$ cat src/rtl/mem_seq_pkg.sv
// mem_seq_pkg: request entry, FSM states and constants shared by the memory sequencer
package mem_seq_pkg;
  localparam logic CMD_RD = 1'b0;
  localparam logic CMD_WR = 1'b1;
  localparam logic W_BYTE = 1'b0;
  localparam logic W_WORD = 1'b1;
  localparam logic [15:0] TMO_FILL = 16'hFFFF;
  typedef struct packed {
    logic        cmd;
    logic        width;
    logic [15:0] addr;
    logic [15:0] data;
    logic        tid;
  } req_t;
  typedef enum logic [1:0] {IDLE, LO, HI, RESP} state_t;
endpackage

$ cat src/rtl/mem_req_fifo.sv
// mem_req_fifo: synchronous request queue of DEPTH entries (DEPTH a power of two)
module mem_req_fifo
  import mem_seq_pkg::*;
#(
  parameter int DEPTH = 2
) (
  input  logic                   clk,
  input  logic                   rst,
  input  logic                   push,
  input  logic                   pop,
  input  req_t                   wr_data,
  output req_t                   rd_data,
  output logic                   full,
  output logic                   empty,
  output logic [$clog2(DEPTH):0] count
);
  localparam int AW = $clog2(DEPTH);
  req_t mem [DEPTH];
  logic [AW-1:0] wp, rp;
  logic do_push, do_pop;
  assign do_push = push & ~full;
  assign do_pop = pop & ~empty;
  assign full = count == (AW+1)'(DEPTH);
  assign empty = count == '0;
  assign rd_data = mem[rp];
  // storage is not reset; only the pointers define validity
  always_ff @(posedge clk)
    if (do_push) mem[wp] <= wr_data;
  // pointers and occupancy
  always_ff @(posedge clk)
    if (rst) begin
      wp <= '0;
      rp <= '0;
      count <= '0;
    end else begin
      wp <= wp + AW'(do_push);
      rp <= rp + AW'(do_pop);
      count <= count + (AW+1)'(do_push) - (AW+1)'(do_pop);
    end
endmodule

$ cat src/rtl/mem_seq_ctrl.sv
// mem_seq_ctrl: queues core memory requests and runs them as byte cycles on an 8-bit bus; MEM_SEQ_TIMEOUT_EN adds a bus-ack watchdog
module mem_seq_ctrl
  import mem_seq_pkg::*;
#(
  parameter int DEPTH = 2,
  parameter int TIMEOUT_CYC = 255
) (
  input  logic        clk,
  input  logic        a_rst,
  input  logic        rq_start,
  input  logic        rq_cmd,
  input  logic        rq_width,
  input  logic [15:0] rq_addr,
  input  logic [15:0] rq_data,
  input  logic        rq_tid,
  output logic        core_hold,
  output logic [15:0] data_out,
  output logic        data_tid,
  output logic        data_wr,
  output logic        bus_req,
  output logic        bus_we,
  output logic [15:0] bus_addr,
  output logic [7:0]  bus_wdata,
  input  logic [7:0]  bus_rdata,
  input  logic        bus_ack,
  output logic        busy,
  output logic        err
);
  state_t state, nxt;
  req_t cur, head;
  logic [15:0] rdata;
  logic [$clog2(DEPTH):0] count;
  logic empty, pop, in_bus, rd, tmo;
  assign pop = state == IDLE && !empty;
  assign in_bus = state == LO || state == HI;
  assign rd = cur.cmd == CMD_RD;
  assign busy = count != '0 || state != IDLE;
  assign bus_req = in_bus;
  assign bus_we = in_bus & cur.cmd;
  assign bus_addr = state == LO ? cur.addr : state == HI ? cur.addr + 16'd1 : '0;
  assign bus_wdata = state == LO ? cur.data[7:0] : state == HI ? cur.data[15:8] : '0;
  mem_req_fifo #(.DEPTH(DEPTH)) u_fifo (
    .clk(clk),
    .rst(a_rst),
    .push(rq_start),
    .pop(pop),
    .wr_data('{cmd: rq_cmd, width: rq_width, addr: rq_addr, data: rq_data, tid: rq_tid}),
    .rd_data(head),
    .full(core_hold),
    .empty(empty),
    .count(count)
  );
`ifdef MEM_SEQ_TIMEOUT_EN
  localparam int TW = $clog2(TIMEOUT_CYC + 1);
  logic [TW-1:0] cnt;
  assign tmo = in_bus & ~bus_ack & (cnt == TW'(TIMEOUT_CYC - 1));
  // cycles spent waiting for ack in the current bus cycle
  always_ff @(posedge clk)
    cnt <= (a_rst | ~in_bus | bus_ack | tmo) ? '0 : cnt + TW'(1);
`else
  assign tmo = 1'b0;
`endif
  // state register
  always_ff @(posedge clk)
    state <= a_rst ? IDLE : nxt;
  // next state; a timeout abandons the access like a final ack would end it
  always_comb begin
    nxt = state;
    case (state)
      IDLE: nxt = empty ? IDLE : LO;
      LO: nxt = tmo ? (rd ? RESP : IDLE) : !bus_ack ? LO : cur.width == W_WORD ? HI : rd ? RESP : IDLE;
      HI: nxt = (tmo | bus_ack) ? (rd ? RESP : IDLE) : HI;
      default: nxt = IDLE;
    endcase
  end
  // working request, read assembly, response strobe and sticky error
  always_ff @(posedge clk)
    if (a_rst) begin
      cur <= '0;
      rdata <= '0;
      data_out <= '0;
      data_tid <= 1'b0;
      data_wr <= 1'b0;
      err <= 1'b0;
    end else begin
      data_wr <= state == RESP;
      if (state == RESP) begin
        data_out <= rdata;
        data_tid <= cur.tid;
      end
      if (pop) begin
        cur <= head;
        rdata <= '0;
      end
      if (state == LO && bus_ack) rdata[7:0] <= bus_rdata;
      if (state == HI && bus_ack) rdata[15:8] <= bus_rdata;
      if (tmo) rdata <= TMO_FILL;
      if ((rq_start && core_hold) || tmo) err <= 1'b1;
    end
endmodule

$ cat config.mk
export PLATFORM = sky130hd
export DESIGN_NAME = mem_seq_ctrl
export DESIGN_NICKNAME = d
export VERILOG_FILES = /design/src/rtl/mem_seq_pkg.sv /design/src/rtl/mem_req_fifo.sv /design/src/rtl/mem_seq_ctrl.sv
export SDC_FILE = /design/constraint.sdc
export NUM_CORES = 1
export LEC_CHECK = 0
export BUFFER_PORTS_ARGS = -buffer_cell sky130_fd_sc_hd__buf_2
export CAP_MARGIN = 15
export CORE_UTILIZATION = 45
export DETAILED_ROUTE_END_ITERATION = 6
export MAX_ROUTING_LAYER = met4
export PLACE_DENSITY = 0.67
export SETUP_SLACK_MARGIN = 0.3
export SYNTH_ARGS = -nofsm -noshare
export SYNTH_HDL_FRONTEND = slang
export SYNTH_SLANG_ARGS = --single-unit
$ cat constraint.sdc
create_clock -name clk -period 2.1 [get_ports clk]
set_input_delay 0.105 -clock clk [delete_from_list [all_inputs] [get_ports clk]]
set_output_delay 0.105 -clock clk [all_outputs]
set_load 0.02 [all_outputs]
* After elaboration in Yosys (flattened, before gate mapping)
Memory sizes are Yosys's and may differ from the RTL's. A register that Yosys moved wholly into a read port is not among the register bits.
Index checks and enable logic that the tools add are counted.
** Word-level totals
- Register bits after elaboration :: 41
- Latch bits :: 0
- Memory bits (writable) :: 70
- Memory bits (read-only) :: 0
- Input port bits :: 47
- Output and inout port bits :: 47
- Memories :: 1
** Memory list
- u_fifo.mem :: words 2, width 35, rd ports 1, clocked after Yosys merged registers in 1, write ports 1, RTL line mem_req_fifo.sv:18 : req_t mem [DEPTH];
** Cells by class
- Add/subtract/negate cells :: 5
- $mul :: 0
- Divide/modulo/power cells :: 0
- Magnitude comparators :: 0
- Eq/ne operators :: 4
- Shift operators :: 0
- Mux-type cells :: 15
- Bitwise operators :: 5
- Reduce and logical (&&, ||, !) cells :: 13
** Operators with widths (number)
- $mux 16 :: 3
- $mux 8 :: 4
- $add 16x1->16 const B :: 1
- $mux 2 :: 4
- $reduce_bool 2->1 :: 4
- $eq 2x2->1 const B :: 3
- $pmux 2 s3 :: 1
- $logic_and 1x1->1 :: 4
- $logic_not 2->1 :: 2
- $and 1x1->1 :: 3
- $mux 1 :: 3
- $add 1x1->1 :: 2
- $add 2x1->2 :: 1
- $eq 2x1->1 const B :: 1
- $logic_or 1x1->1 :: 2
- $not 1->1 :: 2
- $sub 2x1->2 :: 1
- $logic_not 1->1 :: 1

* Logic depth before layout (Yosys ltp)
Gate-level depths: netlist (run 1).
- Depth after elaboration :: 5
- Depth in mapped cells :: 11

* By module
A second synthesis (run 1) with hierarchy kept.
** Unflattened totals
- Cells, all modules :: 540
- Area, all modules :: 5979.5 µm²
** Modules (own cells, without submodules)
- mem_seq_ctrl :: instances 1, cells an instance 408, area an instance 3195.6 µm², sequential area each 1441.4 µm²
- mem_req_fifo :: instances 1, cells an instance 132, area an instance 2783.9 µm², sequential area each 2182.1 µm²

* Worst setup path before layout (run 1)
OpenSTA, ideal clock, no wires.
- Kind :: register -> register
- From :: register u_fifo.count[1]
- To :: memory u_fifo.mem[1][0] (netlist bit), enable pin
- Library setup time :: 0.396 ns
- Data arrival time :: 1.686 ns
- Slack :: 0.019 ns
- Stages on the path, launching flop included :: 4
- Path buffers :: 0
- Period minus slack after synthesis :: 2.081 ns
- Cells stage by stage :: dfxtp_1 -> nor2b_1 -> nor2b_1 -> ha_1
** Between the ends
- Cells in the longest elaborated chain, start to end :: 5
** RTL lines
- from (decl) :: RTL line mem_req_fifo.sv:15 : output logic [$clog2(DEPTH):0] count
- from (signal assigned) :: RTL line mem_req_fifo.sv:38 : count <= count + (AW+1)'(do_push) - (AW+1)'(do_pop);
- $eq 2x2->1 :: RTL line mem_req_fifo.sv:23 : assign full = count == (AW+1)'(DEPTH);
- named net core_hold :: RTL line mem_seq_ctrl.sv:16 : output logic core_hold,
- $not 1->1 :: RTL line mem_req_fifo.sv:21 : assign do_push = push & ~full;
- $and 1x1->1 :: RTL line mem_req_fifo.sv:21
- $mux 1 :: RTL line mem_req_fifo.sv:28 : if (do_push) mem[wp] <= wr_data;
- $mux 1 (not written as such) :: RTL line mem_req_fifo.sv:28
- to (decl) :: RTL line mem_req_fifo.sv:18
The timed path passes the listed nets, and every way through them passes these cells.

* Worst setup path after layout (run 1)
- From :: register state[1]
- To :: output bus_addr[15]
** Between the ends
- Cells in the longest elaborated chain, start to end :: 3
- Elaborated cells on any way between the ends :: 4
- Classes of those cells :: eq/ne: 2; mux: 2
** RTL lines
- from (decl) :: RTL line mem_seq_ctrl.sv:29 : state_t state, nxt;
- from (signal assigned) :: RTL line mem_seq_ctrl.sv:65 : state <= a_rst ? IDLE : nxt;
- $eq 2x2->1 :: RTL line mem_seq_ctrl.sv:40 : assign bus_addr = state == LO ? cur.addr : state == HI ? cur.addr + 16'd1 : '0;
- $mux 16 :: RTL line mem_seq_ctrl.sv:40
- $mux 16 * :: RTL line mem_seq_ctrl.sv:40
- to (decl) :: RTL line mem_seq_ctrl.sv:22 : output logic [15:0] bus_addr,
Every way passes the cells marked *; elsewhere a longest branch is shown, timed or not.

==> out/qor.txt, run 1 <==
Status: complete, but fails checks
Failing checks: setup timing
Seq cells post-synth: 146
IO buf count: 93
Clk Latency, worst-skew pair: 0.43 ns
P_leak: 3.54 nW
Worst r2r dst: u_fifo.count[1]
Die area: 13300 µm²
Startpoint types: flop
Final setup viols: 13
CP bufs+invs: 2
Max Fclk: 0.413 GHz
GRT Resource Usage Total: 23.6%
Slowest stage delay, CP: 0.45 ns
Worst r2r src: state[1]
Number of clock sinks seen by CTS: 146
Final hold vios: 0
Detailed-route wire length: 17.4 mm
Clock root buffer: clkbuf_16
Nets: 750
Starting DRT DRC Count: 374
Antenna viol nets, final: 0
Number of global-route vias before repair: 4539
Crit-path slowest cell: or4_4
CTS tree: done
Total Neg Setup Slack: -1.95 ns
Overflow after GRT: 0
Area share of the largest cell type after synthesis: 36.3%
Ys async rst share: 0%
CTS max path bufs: 2
Num CTS Buffers: 17
Hold Path Stages: 4
Worst slew pin tran: 0.447 ns
Drt pass-1 iters: 4
Clock slew at reported path FFs: 0.06 ns
Largest net degree at the start of global routing: 77
Unrepaired setup endpoints after global routing: true
Max-cap viol count: 0
Cells after Synth: 500
Synth Warn #: 0
Final period util: 115%
Via count: 4749
Sequence of cells on the critical path: inv_2 -> ha_4 -> nand3b_1 -> or3_4 -> or4_4 -> a21oi_4 -> buf_6
Final WS setup: -0.323 ns
Worst path required time: 2.00 ns
Critical Path Fanout Max: 2
Synth Flop Type: dfxtp_1
Worst hold slack: 0.153 ns
HP Class: input port to flop
Detailed Place HPWL: 7.88 mm
Die Y: 115 µm
Die W: 115 µm
Post-Syn Nets: 556
Vias per inst: 5.40
Max IR drop VDD: 0.745 mV
Final Wtd Congestion: 0.848
CP Class: flop to primary output
Post-synth top area cell: edfxtp_1
Placement Setup Slack: 0.0917 ns
First-pass GRT wire length: 22.4 mm
Core Footprint: 12600 µm²
Final Skew: 0.00734 ns
Row count: 41
Largest cells by area after synthesis: edfxtp_1, dfxtp_1, mux2i_1
Max Slew Vio Count: 0
Hold endpoint: state[0]
Min cycle time layout: 2.42 ns
Max_slew headroom: 70.2%
Antenna violations before repair: 1
Htree depth: 4
DR WL/cell: 19.7 µm
Min-delay src: bus_ack
Share of cells above drive strength 1: 48.7%
Total power divided by cell area: 1500 nW/µm²
Synth cell types: 45
R2R Setup Slk: -0.11 ns
Drc violations: 0
Arr. time, crit path: 2.32 ns
Post-synthesis sequential area ratio: 62.6%
Total power: 14.1 mW
Worst-case reg-to-reg path depth: 15
Netlist Area Pre-Place: 5790 µm²
P&R area growth vs syn: 61.7%
Post-synthesis average cell area: 11.6 µm²
Number of flops mapped to enable cells by yosys: 70
Delay-heaviest family, CP: simple AND/OR/NAND/NOR gates
# IOs: 94
Initial Util: 46.0%
Worst Setup End Kind: primary output
Fin util: 74.5%
[area by class of cell]
cell class / instances / area, µm²
clock buffer: 24 / 539
clock inverter: 8 / 60.1
fill: 736 / 3210
inverter: 9 / 38.8
tap: 172 / 215
sequential: 146 / 3630
antenna: 1 / 2.50
multi-input combinational: 315 / 2900
timing repair buffer: 205 / 1980
[cell usage after synthesis (all sizes together), types with 2 or more instances]
library cell	number
a211oi	36
a21oi	23
and2	4
buf	10
clkbuf	20
dfxtp	76
edfxtp	70
ha	9
inv	9
mux2i	53
nand2	42
nand3	21
nand4	3
nand4b	2
nor2	65
nor2b	6
nor3	3
nor4	4
o21ai	18
or3	3
xnor2	5
xor2	3
[power by group]
part	total, mW	internal (mW)	switching, mW
Combinational	6.71	3.33	3.37
Sequential	4.31	3.63	0.683
Clock	3.04	1.81	1.23
Total	14.1	8.78	5.28
[tightest hold or removal path: stages]
cell and delay (ns):
buf_2 0.14, inv_1 0.11, a211oi_2 0.08, nor3_2 0.10
[what timing repair did]
action                                  4_1_cts  5_1_grt
endpoints found under the hold margin        87        0
resized for setup                           126      177
gates cloned                                  3       13
pin swaps                                    21       35
hold buffers                                 44        0
setup buffers                                26       13
endpoints found under the setup margin       81      134
[flip-flops by register name, summed over array words and instances (netlist names)]
signal,flops
u_fifo.mem,70
cur,35
data_out,16
rdata,16
state,2
u_fifo.count,2
data_tid,1
data_wr,1
err,1
u_fifo.rp,1
u_fifo.wp,1
[worst max-delay path by stage]
| stage | from | cells past startpoint | end | slack [ns] |
|---|---|---|---|---|
| 3_5_place_dp | state[1] | 7 | bus_addr[15] | 0.09 |
| 2_1_floorplan | u_fifo.count[1] | 3 | u_fifo.mem[1][0] | 0.02 |
| 6_report | state[1] | 7 | bus_addr[15] | -0.32 |
| 5_1_grt | state[1] | 7 | bus_addr[15] | -0.37 |
| 3_3_place_gp | state[1] | 7 | bus_addr[15] | 0.14 |
| 4_1_cts | state[1] | 7 | bus_addr[15] | -0.27 |
[per-layer routing]
| layer | GRT usage (%) | wire length, µm |
|---|---|---|
| met1 | 26.7 | 7150 |
| met2 | 39.5 | 8780 |
| met3 | 6.01 | 979 |
| met4 | 9.87 | 461 |
| met5 | - | 0 |
[kinds of logic (layout without fill, tap and decap cells)]
logic type,Yosys count,in the layout,synth area share [%]
DFF,146,146,62.6
other,0,1,0
buffers and inverters,39,246,2.90
AOI/OAI and AO/OA,87,87,9.73
and+or+nand+nor,158,158,12.4
xor gates and xnor gates,8,8,1.21
adders and majority gates,9,9,1.95
muxes,53,53,9.17
[cell usage in the layout (no fill, tap or decap), drive strengths merged, types with 2 or more instances in the layout]
| cell | Yosys | routed |
|---|---|---|
| a211oi | 36 | 36 |
| a21oi | 23 | 23 |
| and2 | 4 | 4 |
| buf | 10 | 154 |
| clkbuf | 20 | 31 |
| clkinv | 0 | 3 |
| dfxtp | 76 | 76 |
| dlygate4sd3 | 0 | 44 |
| edfxtp | 70 | 70 |
| ha | 9 | 9 |
| inv | 9 | 14 |
| mux2i | 53 | 53 |
| nand2 | 42 | 42 |
| nand3 | 21 | 21 |
| nand4 | 3 | 3 |
| nand4b | 2 | 2 |
| nor2 | 65 | 65 |
| nor2b | 6 | 6 |
| nor3 | 3 | 3 |
| nor4 | 4 | 4 |
| o21ai | 18 | 18 |
| or3 | 3 | 3 |
| xnor2 | 5 | 5 |
| xor2 | 3 | 3 |
[per-stage QoR]
| stage | cells | cell area (µm²) |
|---|---|---|
| 2_1_floorplan | 500 | 5800 |
| 3_3_place_gp | 748 | 6500 |
| 3_5_place_dp | 748 | 6500 |
| 4_1_cts | 853 | 8300 |
| 5_1_grt | 880 | 9360 |
| 6_report | 880 | 9360 |
Note: power is estimated with default switching activity, not from simulation.
==> run 2, diff against run 1 <==
CAP_MARGIN = not set   (was 15)
SETUP_SLACK_MARGIN = not set   (was 0.3)
TNS_END_PERCENT = 50   (was not set)
==> out/qor.txt, run 2 (synthesized netlist as in run 1, its figures left out) <==
Status: complete, but fails checks
Failing checks: setup timing
GRT met3 Usage: 4.90% (-1.1 points)
DR WL/cell: 14.9 µm (-24%)
Number of clock sinks seen by CTS: 146 (unchanged)
# IOs: 94 (unchanged)
Largest registers: u_fifo.mem (70), cur (35)
Detailed-route wire length: 12.5 mm (-28%)
Core Footprint: 12600 µm² (unchanged)
CTS max path bufs: 2 (unchanged)
Worst slew pin tran: 0.443 ns (-0.00447 ns)
Max IR drop VDD: 0.644 mV (-14%)
Register with the most flip-flops: u_fifo.mem
Final period util: 111% (-4.2 points)
Final setup viols: 9 (-4)
CP Class: flop to primary output
Number of flip-flops in the largest register: 70 (unchanged)
Nets: 708 (-5.6%)
P_leak: 2.94 nW (-17%)
Fillers: 983 (+34%)
Clock root buffer: clkbuf_16
P&R area growth vs syn: 34.4%
Worst Setup End Kind: primary output
Max-cap viol count: 0 (unchanged)
GR Util met1: 24.9% (-1.7 points)
Final WS setup: -0.235 ns (+0.0887 ns)
Final Wtd Congestion: 0.790 (-6.9%)
Sequence of cells on the critical path: inv_2 -> ha_4 -> buf_4 -> buf_12 -> nand4b_1 -> or3_1 -> a21oi_2 -> buf_4
Worst path most repeated cell: buf_4
Max Fclk: 0.428 GHz (+3.8%)
Slowest stage delay, CP: 0.43 ns (-0.02 ns)
Placement Setup Slack: 0.0742 ns (-0.0175 ns)
Num CTS Buffers: 17 (unchanged)
IO buf count: 93 (unchanged)
Antenna violations before repair: 0 (-1)
N_diodes: 0 (-1)
Final hold vios: 0 (unchanged)
Hold Path Stages: 4 (unchanged)
Crit-path slowest cell: or3_1
Share of cells above drive strength 1: 26.9% (-22 points)
Overflow after GRT: 0 (unchanged)
Commonest non-fill, non-tap cells in the layout: buf_2, edfxtp_1, dfxtp_1
Htree depth: 4 (unchanged)
Delay-heaviest family, CP: simple AND/OR/NAND/NOR gates
Number of global-route vias before repair: 4186 (-7.8%)
Antenna viol nets, final: 0 (unchanged)
Startpoint types: flop
Critical Path Fanout Max: 7 (+5)
CTS tree: done
Worst-case reg-to-reg path depth: 10 (-5)
Most common cell after layout, fill and taps aside: buf_2
Total power divided by cell area: 1330 nW/µm² (-11%)
Worst hold slack: 0.122 ns (-0.0301 ns)
Largest net degree at the start of global routing: 77 (unchanged)
Worst path required time: 2.00 ns (about the same)
Drt pass-1 iters: 6 (+2)
Min cycle time layout: 2.33 ns (-0.0887 ns)
Final Skew: 0.0115 ns (+0.00413 ns)
Row count: 41 (unchanged)
Die area: 13300 µm² (unchanged)
GRT Resource Usage Total: 20.6% (-2.9 points)
Met2 Usage GRT: 32.9% (-6.6 points)
Starting DRT DRC Count: 334 (-11%)
CP bufs+invs: 4 (+2)
Clk Latency, worst-skew pair: 0.43 ns (about the same)
Clock slew at reported path FFs: 0.06 ns (about the same)
Via count: 4330 (-8.8%)
Vias per inst: 5.17 (-4.1%)
Most used routing layer: met2
Drc violations: 0 (unchanged)
Initial Util: 46.0% (unchanged)
Die W: 115 µm (unchanged)
Total power: 10.4 mW (-26%)
Detailed Place HPWL: 7.62 mm (-3.3%)
First-pass GRT wire length: 20.1 mm (-10%)
Arr. time, crit path: 2.23 ns (-0.09 ns)
Unrepaired setup endpoints after global routing: true
CP Depth: 8 (+1)
Max Slew Vio Count: 0 (unchanged)
Die Y: 115 µm (unchanged)
Max_slew headroom: 70.2% (about the same)
HP Class: input port to flop
[run 2: final cells by class]
type	instances	area, µm²	area share, %
Sequential cell	146	3630	46.7
Inverter	9	33.8	0.435
Clock buffer	26	543	6.99
Clock inverter	6	38.8	0.499
Tap cell	172	215	2.77
Timing Repair Buffer	163	1190	15.4
Multi-Input combinational cell	315	2110	27.2
[run 2: timing repair]
item,CTS,global route
pin swaps,5,4
hold buffers,44,0
setup endpoints to repair,14,17
setup buffers,7,2
gates resized for setup,20,24
endpoints found under the hold margin,87,0
gates cloned,1,0
[run 2: report_power, final]
part / internal, mW / leakage (nW) / switching [mW]
Clock: 1.79 / 0.287 / 1.12
Sequential: 3.64 / 1.28 / 0.465
Combinational: 1.44 / 1.38 / 1.91
Total: 6.86 / 2.94 / 3.50
[run 2: path summary, 6_finish.rpt]
check	startpoint	end	slack [ns]
setup reg to reg	state[0]	u_fifo.count[1]	0.22
setup / recovery	state[1]	bus_addr[5]	-0.23
hold / removal	bus_ack	state[0]	0.12
hold reg to reg	rdata[2]	rdata[2]	0.47
[run 2: routing by layer]
layer  up-vias  part of all wire [%]
li1       2115                     -
met1      2062                    46
met2       135                    49
met3        18                   4.4
met4         0                   1.4
met5         -                     0
[run 2: through the flow]
stage | utilization (%) | area [µm²] | setup TNS (ns) | cells
global placement | 51.7 | 6500 | 0 | 751
CTS | 61.1 | 7680 | -1.24 | 835
finish | 61.9 | 7770 | -1.09 | 837
floorplan | - | 5790 | 0 | 500
detailed placement | 51.7 | 6500 | 0 | 751
global route | 61.9 | 7770 | -1.95 | 837
[run 2: worst register-to-register path: stages (launching register included)]
cell and delay, ns:
dfxtp_2 0.36, inv_1 0.10, ha_1 0.25, o21ai_2 0.09, inv_2 0.07, ha_1 0.28
inv_1 0.04, ha_1 0.19, xor2_1 0.19, xnor2_1 0.14, nor2_1 0.05
